**src/rtl/qkd_frame_stat_accum_if.sv**
```systemverilog
// Event/handoff bundle between the sifting front end, the frame
// statistics accumulator and the error/leakage estimator.
interface qkd_frame_stat_accum_if #(
  parameter int N_W  = 21,
  parameter int NU_W = 25
);
  logic            i_evt_vld;
  logic [1:0]      i_evt_type;
  logic            i_evt_err;
  logic            i_frame_end;
  logic            i_est_busy;
  logic            o_start;
  logic [N_W-1:0]  o_nv;
  logic [NU_W-1:0] o_nu;
  logic [N_W-1:0]  o_no;
  logic [N_W-1:0]  o_mv;
  logic [N_W-1:0]  o_mo;
  logic            o_busy;
  logic            o_sat;
  logic            o_overrun;
  logic            o_timeout;

  modport master (
    output i_evt_vld, i_evt_type, i_evt_err,
    output i_frame_end, i_est_busy,
    input  o_start, o_nv, o_nu, o_no, o_mv, o_mo,
    input  o_busy, o_sat, o_overrun, o_timeout
  );

  modport slave (
    input  i_evt_vld, i_evt_type, i_evt_err,
    input  i_frame_end, i_est_busy,
    output o_start, o_nv, o_nu, o_no, o_mv, o_mo,
    output o_busy, o_sat, o_overrun, o_timeout
  );
endinterface

```
**src/rtl/qkd_frame_stat_accum.sv**
```systemverilog
// Per-frame decoy-class / error event counters with a held
// snapshot handed to the estimator via a start/busy handshake.
module qkd_frame_stat_accum #(
  parameter int          N_W     = 21,
  parameter int          NU_W    = 25,
  parameter logic [15:0] BUSY_TO = 16'd1024
) (
  input logic                   clk,
  input logic                   rst,
  qkd_frame_stat_accum_if.slave bus
);
  typedef enum logic [1:0] {
    IDLE,
    START,
    WAIT_HI,
    WAIT_LO
  } state_t;

  logic [1:0] rst_sync;
  logic       rst_i;

  // assert immediately, release two clocks after rst rises
  always_ff @(posedge clk or negedge rst) begin
    if (!rst) rst_sync <= 2'b00;
    else      rst_sync <= {rst_sync[0], 1'b1};
  end

  assign rst_i = rst_sync[1];

  logic [N_W-1:0]  acc_nv, acc_no, acc_mv, acc_mo;
  logic [NU_W-1:0] acc_nu;
  logic            acc_sat;
  logic [N_W-1:0]  nx_nv, nx_no, nx_mv, nx_mo;
  logic [NU_W-1:0] nx_nu;
  logic            nx_sat;
  logic inc_nv, inc_no, inc_nu, inc_mv, inc_mo;
  logic hit_nv, hit_no, hit_nu, hit_mv, hit_mo;

  assign inc_nv = bus.i_evt_vld && (bus.i_evt_type == 2'd0);
  assign inc_no = bus.i_evt_vld && (bus.i_evt_type == 2'd1);
  assign inc_nu = bus.i_evt_vld && (bus.i_evt_type == 2'd2);
  assign inc_mv = inc_nv && bus.i_evt_err;
  assign inc_mo = inc_no && bus.i_evt_err;

  // an increment attempted at all-ones is a saturation hit
  assign hit_nv = inc_nv && (&acc_nv);
  assign hit_no = inc_no && (&acc_no);
  assign hit_nu = inc_nu && (&acc_nu);
  assign hit_mv = inc_mv && (&acc_mv);
  assign hit_mo = inc_mo && (&acc_mo);

  assign nx_nv = acc_nv + {{(N_W-1){1'b0}}, (inc_nv && !hit_nv)};
  assign nx_no = acc_no + {{(N_W-1){1'b0}}, (inc_no && !hit_no)};
  assign nx_nu = acc_nu + {{(NU_W-1){1'b0}}, (inc_nu && !hit_nu)};
  assign nx_mv = acc_mv + {{(N_W-1){1'b0}}, (inc_mv && !hit_mv)};
  assign nx_mo = acc_mo + {{(N_W-1){1'b0}}, (inc_mo && !hit_mo)};

  assign nx_sat = acc_sat | hit_nv | hit_no | hit_nu
                | hit_mv | hit_mo;

  always_ff @(posedge clk or negedge rst_i) begin
    if (!rst_i) begin
      acc_nv  <= '0;
      acc_no  <= '0;
      acc_nu  <= '0;
      acc_mv  <= '0;
      acc_mo  <= '0;
      acc_sat <= 1'b0;
    end else if (bus.i_frame_end) begin
      acc_nv  <= '0;
      acc_no  <= '0;
      acc_nu  <= '0;
      acc_mv  <= '0;
      acc_mo  <= '0;
      acc_sat <= 1'b0;
    end else begin
      acc_nv  <= nx_nv;
      acc_no  <= nx_no;
      acc_nu  <= nx_nu;
      acc_mv  <= nx_mv;
      acc_mo  <= nx_mo;
      acc_sat <= nx_sat;
    end
  end

  state_t      state;
  logic [15:0] tmo;

  always_ff @(posedge clk or negedge rst_i) begin
    if (!rst_i) begin
      state         <= IDLE;
      tmo           <= '0;
      bus.o_start   <= 1'b0;
      bus.o_busy    <= 1'b0;
      bus.o_sat     <= 1'b0;
      bus.o_overrun <= 1'b0;
      bus.o_timeout <= 1'b0;
      bus.o_nv      <= '0;
      bus.o_nu      <= '0;
      bus.o_no      <= '0;
      bus.o_mv      <= '0;
      bus.o_mo      <= '0;
    end else begin
      bus.o_start   <= 1'b0;
      bus.o_overrun <= 1'b0;
      bus.o_timeout <= 1'b0;
      // a frame closing while the snapshot is held is dropped
      if (bus.i_frame_end && (state != IDLE))
        bus.o_overrun <= 1'b1;
      unique case (state)
        IDLE: begin
          if (bus.i_frame_end) begin
            bus.o_nv    <= nx_nv;
            bus.o_nu    <= nx_nu;
            bus.o_no    <= nx_no;
            bus.o_mv    <= nx_mv;
            bus.o_mo    <= nx_mo;
            bus.o_sat   <= nx_sat;
            bus.o_start <= 1'b1;
            bus.o_busy  <= 1'b1;
            state       <= START;
          end
        end
        START: begin
          tmo   <= BUSY_TO;
          state <= WAIT_HI;
        end
        WAIT_HI: begin
          if (bus.i_est_busy) begin
            state <= WAIT_LO;
          end else if (tmo <= 16'd1) begin
            tmo           <= '0;
            bus.o_timeout <= 1'b1;
            bus.o_busy    <= 1'b0;
            state         <= IDLE;
          end else begin
            tmo <= tmo - 16'd1;
          end
        end
        WAIT_LO: begin
          if (!bus.i_est_busy) begin
            bus.o_busy <= 1'b0;
            state      <= IDLE;
          end
        end
        default: state <= IDLE;
      endcase
    end
  end
endmodule

```
**src/flat_wrapper.sv**
```systemverilog
// flat-port wrapper written by rule: the top's interface ports become plain ports
module qkd_frame_stat_accum_flat 
#(
  parameter int          N_W     = 21,
  parameter int          NU_W    = 25,
  parameter logic [15:0] BUSY_TO = 16'd1024
)
  (clk, rst, bus_i_evt_vld, bus_i_evt_type, bus_i_evt_err, bus_i_frame_end, bus_i_est_busy, bus_o_start, bus_o_nv, bus_o_nu, bus_o_no, bus_o_mv, bus_o_mo, bus_o_busy, bus_o_sat, bus_o_overrun, bus_o_timeout);
  qkd_frame_stat_accum_if #(.N_W(N_W), .NU_W(NU_W)) bus_i ();
  input logic clk;
  input logic rst;
  input wire logic [$bits(bus_i.i_evt_vld)-1:0] bus_i_evt_vld;
  input wire logic [$bits(bus_i.i_evt_type)-1:0] bus_i_evt_type;
  input wire logic [$bits(bus_i.i_evt_err)-1:0] bus_i_evt_err;
  input wire logic [$bits(bus_i.i_frame_end)-1:0] bus_i_frame_end;
  input wire logic [$bits(bus_i.i_est_busy)-1:0] bus_i_est_busy;
  output wire logic [$bits(bus_i.o_start)-1:0] bus_o_start;
  output wire logic [$bits(bus_i.o_nv)-1:0] bus_o_nv;
  output wire logic [$bits(bus_i.o_nu)-1:0] bus_o_nu;
  output wire logic [$bits(bus_i.o_no)-1:0] bus_o_no;
  output wire logic [$bits(bus_i.o_mv)-1:0] bus_o_mv;
  output wire logic [$bits(bus_i.o_mo)-1:0] bus_o_mo;
  output wire logic [$bits(bus_i.o_busy)-1:0] bus_o_busy;
  output wire logic [$bits(bus_i.o_sat)-1:0] bus_o_sat;
  output wire logic [$bits(bus_i.o_overrun)-1:0] bus_o_overrun;
  output wire logic [$bits(bus_i.o_timeout)-1:0] bus_o_timeout;
  assign bus_i.i_evt_vld = bus_i_evt_vld;
  assign bus_i.i_evt_type = bus_i_evt_type;
  assign bus_i.i_evt_err = bus_i_evt_err;
  assign bus_i.i_frame_end = bus_i_frame_end;
  assign bus_i.i_est_busy = bus_i_est_busy;
  assign bus_o_start = bus_i.o_start;
  assign bus_o_nv = bus_i.o_nv;
  assign bus_o_nu = bus_i.o_nu;
  assign bus_o_no = bus_i.o_no;
  assign bus_o_mv = bus_i.o_mv;
  assign bus_o_mo = bus_i.o_mo;
  assign bus_o_busy = bus_i.o_busy;
  assign bus_o_sat = bus_i.o_sat;
  assign bus_o_overrun = bus_i.o_overrun;
  assign bus_o_timeout = bus_i.o_timeout;
  qkd_frame_stat_accum #(.N_W(N_W), .NU_W(NU_W), .BUSY_TO(BUSY_TO)) u_core (.clk(clk), .rst(rst), .bus(bus_i));
endmodule
```
**config.mk**
```make
export PLATFORM = sky130hd
export DESIGN_NAME = qkd_frame_stat_accum_flat
export DESIGN_NICKNAME = d
export VERILOG_FILES = /design/src/rtl/qkd_frame_stat_accum_if.sv /design/src/rtl/qkd_frame_stat_accum.sv /design/src/flat_wrapper.sv
export SDC_FILE = /design/constraint.sdc
export NUM_CORES = 1
export LEC_CHECK = 0
export CAP_MARGIN = 20
export CORE_MARGIN = 3
export CORE_UTILIZATION = 50
export CTS_CLUSTER_DIAMETER = 50
export DETAILED_ROUTE_END_ITERATION = 10
export GPL_ROUTABILITY_DRIVEN = 0
export PLACE_DENSITY = 0.79
export SLEW_MARGIN = 10
export SYNTH_ARGS = -nofsm -noshare
export SYNTH_HDL_FRONTEND = slang
export SYNTH_SLANG_ARGS = --single-unit
export TNS_END_PERCENT = 30
```
**constraint.sdc**
```tcl
create_clock -name clk -period 15 [get_ports clk]
set_input_delay 4.5 -clock clk [delete_from_list [all_inputs] [get_ports clk]]
set_output_delay 4.5 -clock clk [all_outputs]
set_load 0.1 [all_outputs]
```
==> results.md, run 1 <==
- Status: finished clean
- Routed WL: around 22 mm
- Port buffer count: 121
- Root Buffer: clkbuf_16
- Routed WL per cell: roughly 16 um
- Pin count of the biggest net entering global routing: 99
- Clock Path Buffers: 3
- Remaining DRCs: 0
- Starting Density: between 50% and 60%
- Setup tns final: 0 ns
- Seq cells post-synth: around 240
- Startpoint types: primary input
- CTS hold repair buffers: 0
- Placeable core area: slightly above 20000 um2
- CTS Buf Count: 25
- FFs w/ async S/R, synth: 100%
- Critical Path End Type: register
- IO Count: approximately 120
- Fin. Hold Viols: 0
- Max-cap viol count: 0
- H-Tree Depth: 1
- Initial DRC Count: just over 400
- EDFF count, synth: 0
- Syn Inst Count: about 1000
- Reg area: 6110 um2
- Max frequency: 144 MHz
- Post-route clock skew: 0.0101 ns
- Req. time, crit path: 15.36 ns
- Ratio of cells with drive above 1 in the final layout: under 10%
- Crit share post-route: between 40% and 50%
- NumNets Final: 1137
- Std-Cell Rows: 52
- Most used DFF post-synth: dfrtp_1
- Pins Over Slew Limit: 0
- ANT cells: 0
- Worst-Skew Late Latency: about 0.52 ns
- Vias: 7441
- Crit path time final: just under 7 ns
- Initial antenna violation count: 0
- Total Die Area: about 23000 um2
- Die width: about 150 um
- Number of synthesis warnings: 0
- RSZ-0062 raised after global routing: no
- Slew margin rel.: 29.2%
- Vias per inst: between 5 and 6
- Multi-input gate area: roughly 4000 um2
- Crit path arrival time: about 7.3 ns
- Post_cts resized: 0
- Register area share after synthesis: between 50% and 60%
- Syn Area/Cell: roughly 10 um2
- Clock-pin slew on the worst setup and hold paths: about 0.060 ns
- Congestion Overflow GR: 0
- Worst slew pin tran: 1.06 ns
- Mapped Area: 10400 um2
- Fillers: between 1500 and 2000
- 1st-pass router iterations: 4
- CP max FO: 5
- Vias in the first global route: 7391
- Synth-to-Final Area Change: 23.0%
- Hold Path Class: reg2async
- Final HPWL DP: around 14 mm
- CTS tree: done
- Kind of critical path: in2reg
- Tot GR Track Use: 19.6%
- Final setup fails: 0
- Routed Antenna Nets: 0
- Syn_nets: between 1000 and 1500
- Die height: 150 um
- Unique masters post-synth: 53
- Setup Buffers After CTS: 0
- Clock Sinks: between 200 and 250
- First-pass GRT wire length: around 37 mm
## stage by stage
step	cells	instance area, um2	hold WS, ns	util (%)	setup WS (ns)
2_1_floorplan	1001	10400	0.331	-	7.70
3_3_place_gp	1358	11800	0.338	58.1	7.71
3_5_place_dp	1358	11800	0.341	58.1	7.64
4_1_cts	1404	12800	0.357	62.7	8.15
5_1_grt	1406	12800	0.209	62.9	7.89
6_report	1406	12800	0.189	62.9	8.07
## sequential cells by signal, indices dropped and copies added, names as in the netlist, 2 cells and up
| register | cells |
|---|---|
| u_core.bus.o_no | 21 |
| u_core.acc_mo | 21 |
| u_core.bus.o_mo | 21 |
| u_core.acc_no | 21 |
| u_core.bus.o_mv | 21 |
| u_core.rst_sync | 2 |
| u_core.bus.o_nv | 21 |
| u_core.state | 2 |
| u_core.bus.o_nu | 25 |
| u_core.acc_nu | 25 |
| u_core.acc_mv | 21 |
| u_core.tmo | 16 |
| u_core.acc_nv | 21 |
## cells in the mapped netlist (all sizes together) (2+ instances only)
master    n  area, um2
a21o      2       22.5
a21oi   104        521
a31oi     2       12.5
and2      8       51.3
and3     14       87.6
and4     11       96.3
buf      23        118
clkbuf   17       63.8
dfrtp   244       6110
ha       12        150
inv       9       33.8
mux2     10        113
nand2    40        150
nand2b    2       12.5
nand3    38        195
nand4    34        219
nor2    240        901
nor2b    13       81.3
nor3     22        110
nor3b     4       46.3
nor4     14        136
o21a      2       15.0
o21ai     5       25.0
o41ai     2       17.5
or3       4       26.3
or4       2       15.0
xnor2    51        447
xor2     60        526
## cells in the final DEF, fill, tap and decap left out, drive strengths merged, types with 13 or more instances in the layout
| cell | Yosys | final |
|---|---|---|
| clkdlybuf4s50 | 0 | 120 |
| xnor2 | 51 | 51 |
| dfrtp | 244 | 244 |
| nand2 | 40 | 40 |
| clkbuf | 17 | 32 |
| nor4 | 14 | 14 |
| nor3 | 22 | 22 |
| nor2 | 240 | 240 |
| xor2 | 60 | 60 |
| nand3 | 38 | 38 |
| and3 | 14 | 14 |
| nor2b | 13 | 13 |
| a21oi | 104 | 104 |
| nand4 | 34 | 34 |
## worst paths after layout
check,from,to,slack [ns],cells after the start
worst max-delay path,bus_i_evt_vld,u_core.bus.o_nv[18]$_DFFE_PN0P_,8.07,11
worst min-delay path,u_core.rst_sync[1]$_DFF_PN0_,u_core.bus.o_nv[7]$_DFFE_PN0P_,0.19,0
worst max register to register,u_core.acc_mv[3]$_DFF_PN0_,u_core.bus.o_mv[14]$_DFFE_PN0P_,12.22,10
worst min register to register,u_core.rst_sync[1]$_DFF_PN0_,u_core.bus.o_nv[7]$_DFFE_PN0P_,0.19,0
max in group asynchronous,rst,u_core.rst_sync[1]$_DFF_PN0_,10.73,1
min in group clk,u_core.rst_sync[0]$_DFF_PN0_,u_core.rst_sync[1]$_DFF_PN0_,0.35,0
## worst max-delay path, stage by stage
cell	delay (ns)
clkdlybuf4s50_1	0.59
nor3b_1	0.22
buf_4	0.16
o31a_1	0.13
ha_1	0.22
ha_1	0.26
inv_1	0.08
nor3_1	0.58
nand4_1	0.20
xor2_1	0.24
a21oi_1	0.10
## routing by layer
layer / GRT usage [%] / up-vias / wire length (um) / share of wire [%]
met5: 0 / - / 0 / 0
met2: 31.9 / 156 / 10400 / 47
met3: 3.76 / 26 / 1190 / 5.4
met1: 27.6 / 3649 / 10100 / 46
li1: - / 3610 / - / -
met4: 4.62 / 0 / 315 / 1.4
## area by class of cell
| class | count | share of cell area, % |
|---|---|---|
| flip-flops and latches | 244 | 47.7 |
| multi-input cells | 708 | 32.0 |
| repair buffers | 129 | 10.2 |
| clock buffers | 32 | 5.40 |
| well taps | 270 | 2.64 |
| clock inverters | 14 | 1.83 |
| inverters | 9 | 0.264 |
## logic make-up (layout without fill, tap and decap cells)
kind of cell	count (synthesis)	count (layout)	share of synthesized area [%]
other	1	1	0.0360
buffers and inverters	49	184	2.07
DFF	244	244	58.6
adders and majority gates	12	12	1.44
xor gates and xnor gates	111	111	9.33
muxes	10	10	1.08
AOI/OAI and AO/OA	122	122	6.35
and+or+nand+nor	452	452	21.1
Power of run 1 is left out: the tool's default activity adds up to more than one toggle a clock period on the data nets, which glitch-free logic cannot reach.
==> inputs of run 2 (changes only) <==
--- a/config.mk
+++ b/config.mk
@@ -11,7 +11,7 @@
 export CTS_CLUSTER_DIAMETER = 50
 export DETAILED_ROUTE_END_ITERATION = 10
 export GPL_ROUTABILITY_DRIVEN = 0
-export PLACE_DENSITY = 0.79
+export PLACE_DENSITY = 0.81
 export SLEW_MARGIN = 10
 export SYNTH_ARGS = -nofsm -noshare
 export SYNTH_HDL_FRONTEND = slang
==> constraint.sdc (replaced) <==
create_clock -name clk -period 5.65 [get_ports clk]
set_input_delay 1.695 -clock clk [delete_from_list [all_inputs] [get_ports clk]]
set_output_delay 1.695 -clock clk [all_outputs]
set_load 0.1 [all_outputs]
==> run 2 against run 1 <==
  * Sequential share of layout area about the same
  * Hold slack improved by 0.16 ns
  * Wire length fell by 0.41%
  * Die area unchanged
  * Clock-buffer cell count grew 7
==> results.md, run 2 (synthesis gave the netlist of run 1 again) <==
- Status: finished clean
- Synth-to-Final Area Change: 23.0% (about the same)
- Pin count of the biggest net entering global routing: 106 (+7.1%)
- Starting Density: 51.2% (unchanged)
- NumNets Final: 1137 (unchanged)
- Port buffer count: 121 (unchanged)
- WHS Endpoint: u_core.rst_sync[1]$_DFF_PN0_
- Die height: 150 um (unchanged)
- Dpl cells: 1359 (+0.074%)
- Die width: 150 um (unchanged)
- Remaining DRCs: 0 (unchanged)
- Routed WL per cell: 15.6 um (-0.48%)
- Final HPWL DP: 14.5 mm (+0.96%)
- ANT cells: 0 (unchanged)
- Number of cells on the worst reg-to-reg path: 10 (unchanged)
- Congestion Overflow GR: 0 (unchanged)
- RSZ-0062 raised after global routing: no
- Pins Over Slew Limit: 0 (unchanged)
- Clock Path Buffers: 3 (unchanged)
- FF-to-FF setup slack: 2.86 ns (-9.36 ns)
- Placeable core area: 20400 um2 (unchanged)
- Slew margin rel.: 29.9% (+0.70 points)
- Crit share post-route: roughly 72%
- 1st-pass router iterations: 4 (unchanged)
- Vias per inst: 5.30 (+0.13%)
- Root Buffer: clkbuf_16
- Initial antenna violation count: 1 (+1)
- Hold path startpoint: u_core.rst_sync[0]$_DFF_PN0_
- Kind of critical path: in2reg
- Finished Layout Cells: 1407 (+0.071%)
- Most frequent cells in the layout: dfrtp_1 (243), nor2_1 (240), clkdlybuf4s50_1 (120)
- Setup tns final: 0 ns (unchanged)
- Routed Antenna Nets: 0 (unchanged)
- Setup Buffers After CTS: 0 (unchanged)
- Worst-Skew Late Latency: 0.52 ns (about the same)
- Crit path time final: between 4 and 5 ns
- Biggest regs: u_core.acc_nu x25, u_core.bus.o_nu x25
- Worst Hold Depth: 0
- Clock-pin slew on the worst setup and hold paths: 0.06 ns (about the same)
- Clock Sinks: 244 (unchanged)
- Fillers: 1597 (-1.8%)
- Critical Path End Type: register
- IO Count: 122 (unchanged)
- Post-route clock skew: 0.0139 ns (+0.00380 ns)
- Vias in the first global route: 7483 (+1.2%)
- Vias: 7456 (+0.20%)
- Worst reg2reg startpoint: u_core.acc_mv[3]$_DFF_PN0_
- Final setup fails: 0 (unchanged)
- Crit path arrival time: 4.46 ns (-2.83 ns)
- Most common cell after layout, fill and taps aside: dfrtp_1
- CTS tree: done
- Worst slew pin tran: 1.05 ns (-0.0105 ns)
- Hold Path Class: reg2reg
- Initial DRC Count: 464 (+12%)
- Max frequency: between 200 and 250 MHz
- Total Die Area: 22600 um2 (unchanged)
- Reg2Reg Capture Point: u_core.bus.o_mv[20]$_DFFE_PN0P_
- Std-Cell Rows: 52 (unchanged)
- Fin. Hold Viols: 0 (unchanged)
- H-Tree Depth: 1 (unchanged)
- CTS Buf Count: 26 (+4.0%)
- First-pass GRT wire length: 37.0 mm (+0.94%)
- Req. time, crit path: 6.04 ns (-9.32 ns)
- Tot GR Track Use: 19.7% (+0.12 points)
- Post_cts resized: 0 (unchanged)
- Routed WL: 21.9 mm (-0.41%)
- CTS hold repair buffers: 0 (unchanged)
- CP max FO: 5 (unchanged)
- Max-cap viol count: 0 (unchanged)
- Startpoint types: primary input
- Ratio of cells with drive above 1 in the final layout: 6.86% (-0.18 points)
[run 2: cell count changes in the layout (fill, tap and decap cells not counted), sizes merged]
| cell | delta |
|---|---|
| clkbuf | +7 |
| clkinv | -2 |
| clkinvlp | -1 |
| bufinv | -2 |
| buf | -1 |
[run 2: final cells by class]
type,count,area [um2],share of cell area (%)
clock buffer,39,781,6.09
clock inverter,9,151,1.18
inverter,9,33.8,0.264
multi-input combinational,708,4100,32.0
sequential,244,6110,47.7
tap,270,338,2.64
timing repair buffer,128,1300,10.1
[run 2: worst max-delay path by stage]
| stage | start | to | depth (start not counted) |
|---|---|---|---|
| 2_1_floorplan | u_core.rst_sync[1]$_DFF_PN0_ | u_core.acc_mo[0]$_DFF_PN0_ | 0 |
| 3_3_place_gp | bus_i_evt_vld | u_core.bus.o_nv[10]$_DFFE_PN0P_ | 11 |
| 3_5_place_dp | bus_i_evt_vld | u_core.acc_nv[18]$_DFF_PN0_ | 11 |
| 4_1_cts | bus_i_evt_vld | u_core.bus.o_nv[18]$_DFFE_PN0P_ | 11 |
| 5_1_grt | bus_i_evt_vld | u_core.bus.o_nv[20]$_DFFE_PN0P_ | 11 |
| 6_report | bus_i_evt_vld | u_core.bus.o_nv[18]$_DFFE_PN0P_ | 11 |
[run 2: metrics by stage]
| step | hold WS [ns] | instance area [um2] | util [%] | worst slack, ns |
|---|---|---|---|---|
| global placement | 0.338 | 11900 | 58.3 | 1.18 |
| finish | 0.353 | 12800 | 62.9 | 1.58 |
| detailed placement | 0.342 | 11900 | 58.3 | 1.11 |
| global route | 0.358 | 12800 | 62.9 | 1.28 |
| floorplan | 0.331 | 10400 | - | 1.64 |
| CTS | 0.357 | 12800 | 62.9 | 1.62 |
[run 2: critical path: stages]
cell and delay, ns:
clkdlybuf4s50_1 0.59, nor3b_1 0.22, buf_4 0.16, o31a_1 0.14, ha_1 0.23, ha_1 0.27, inv_1 0.08, nor3_1 0.58
nand4_1 0.21, xor2_1 0.21, a21oi_1 0.08
[run 2: per-layer routing]
metal | up-vias | global-route usage, % | share of wire (%) | wire length [um]
met5 | - | 0 | 0.059 | 13
met1 | 3672 | 28.0 | 46 | 10100
met4 | 2 | 4.53 | 1.1 | 242
met3 | 26 | 4.15 | 4.8 | 1060
li1 | 3611 | - | - | -
met2 | 145 | 31.5 | 48 | 10500
Power of run 2 is left out for the same reason.
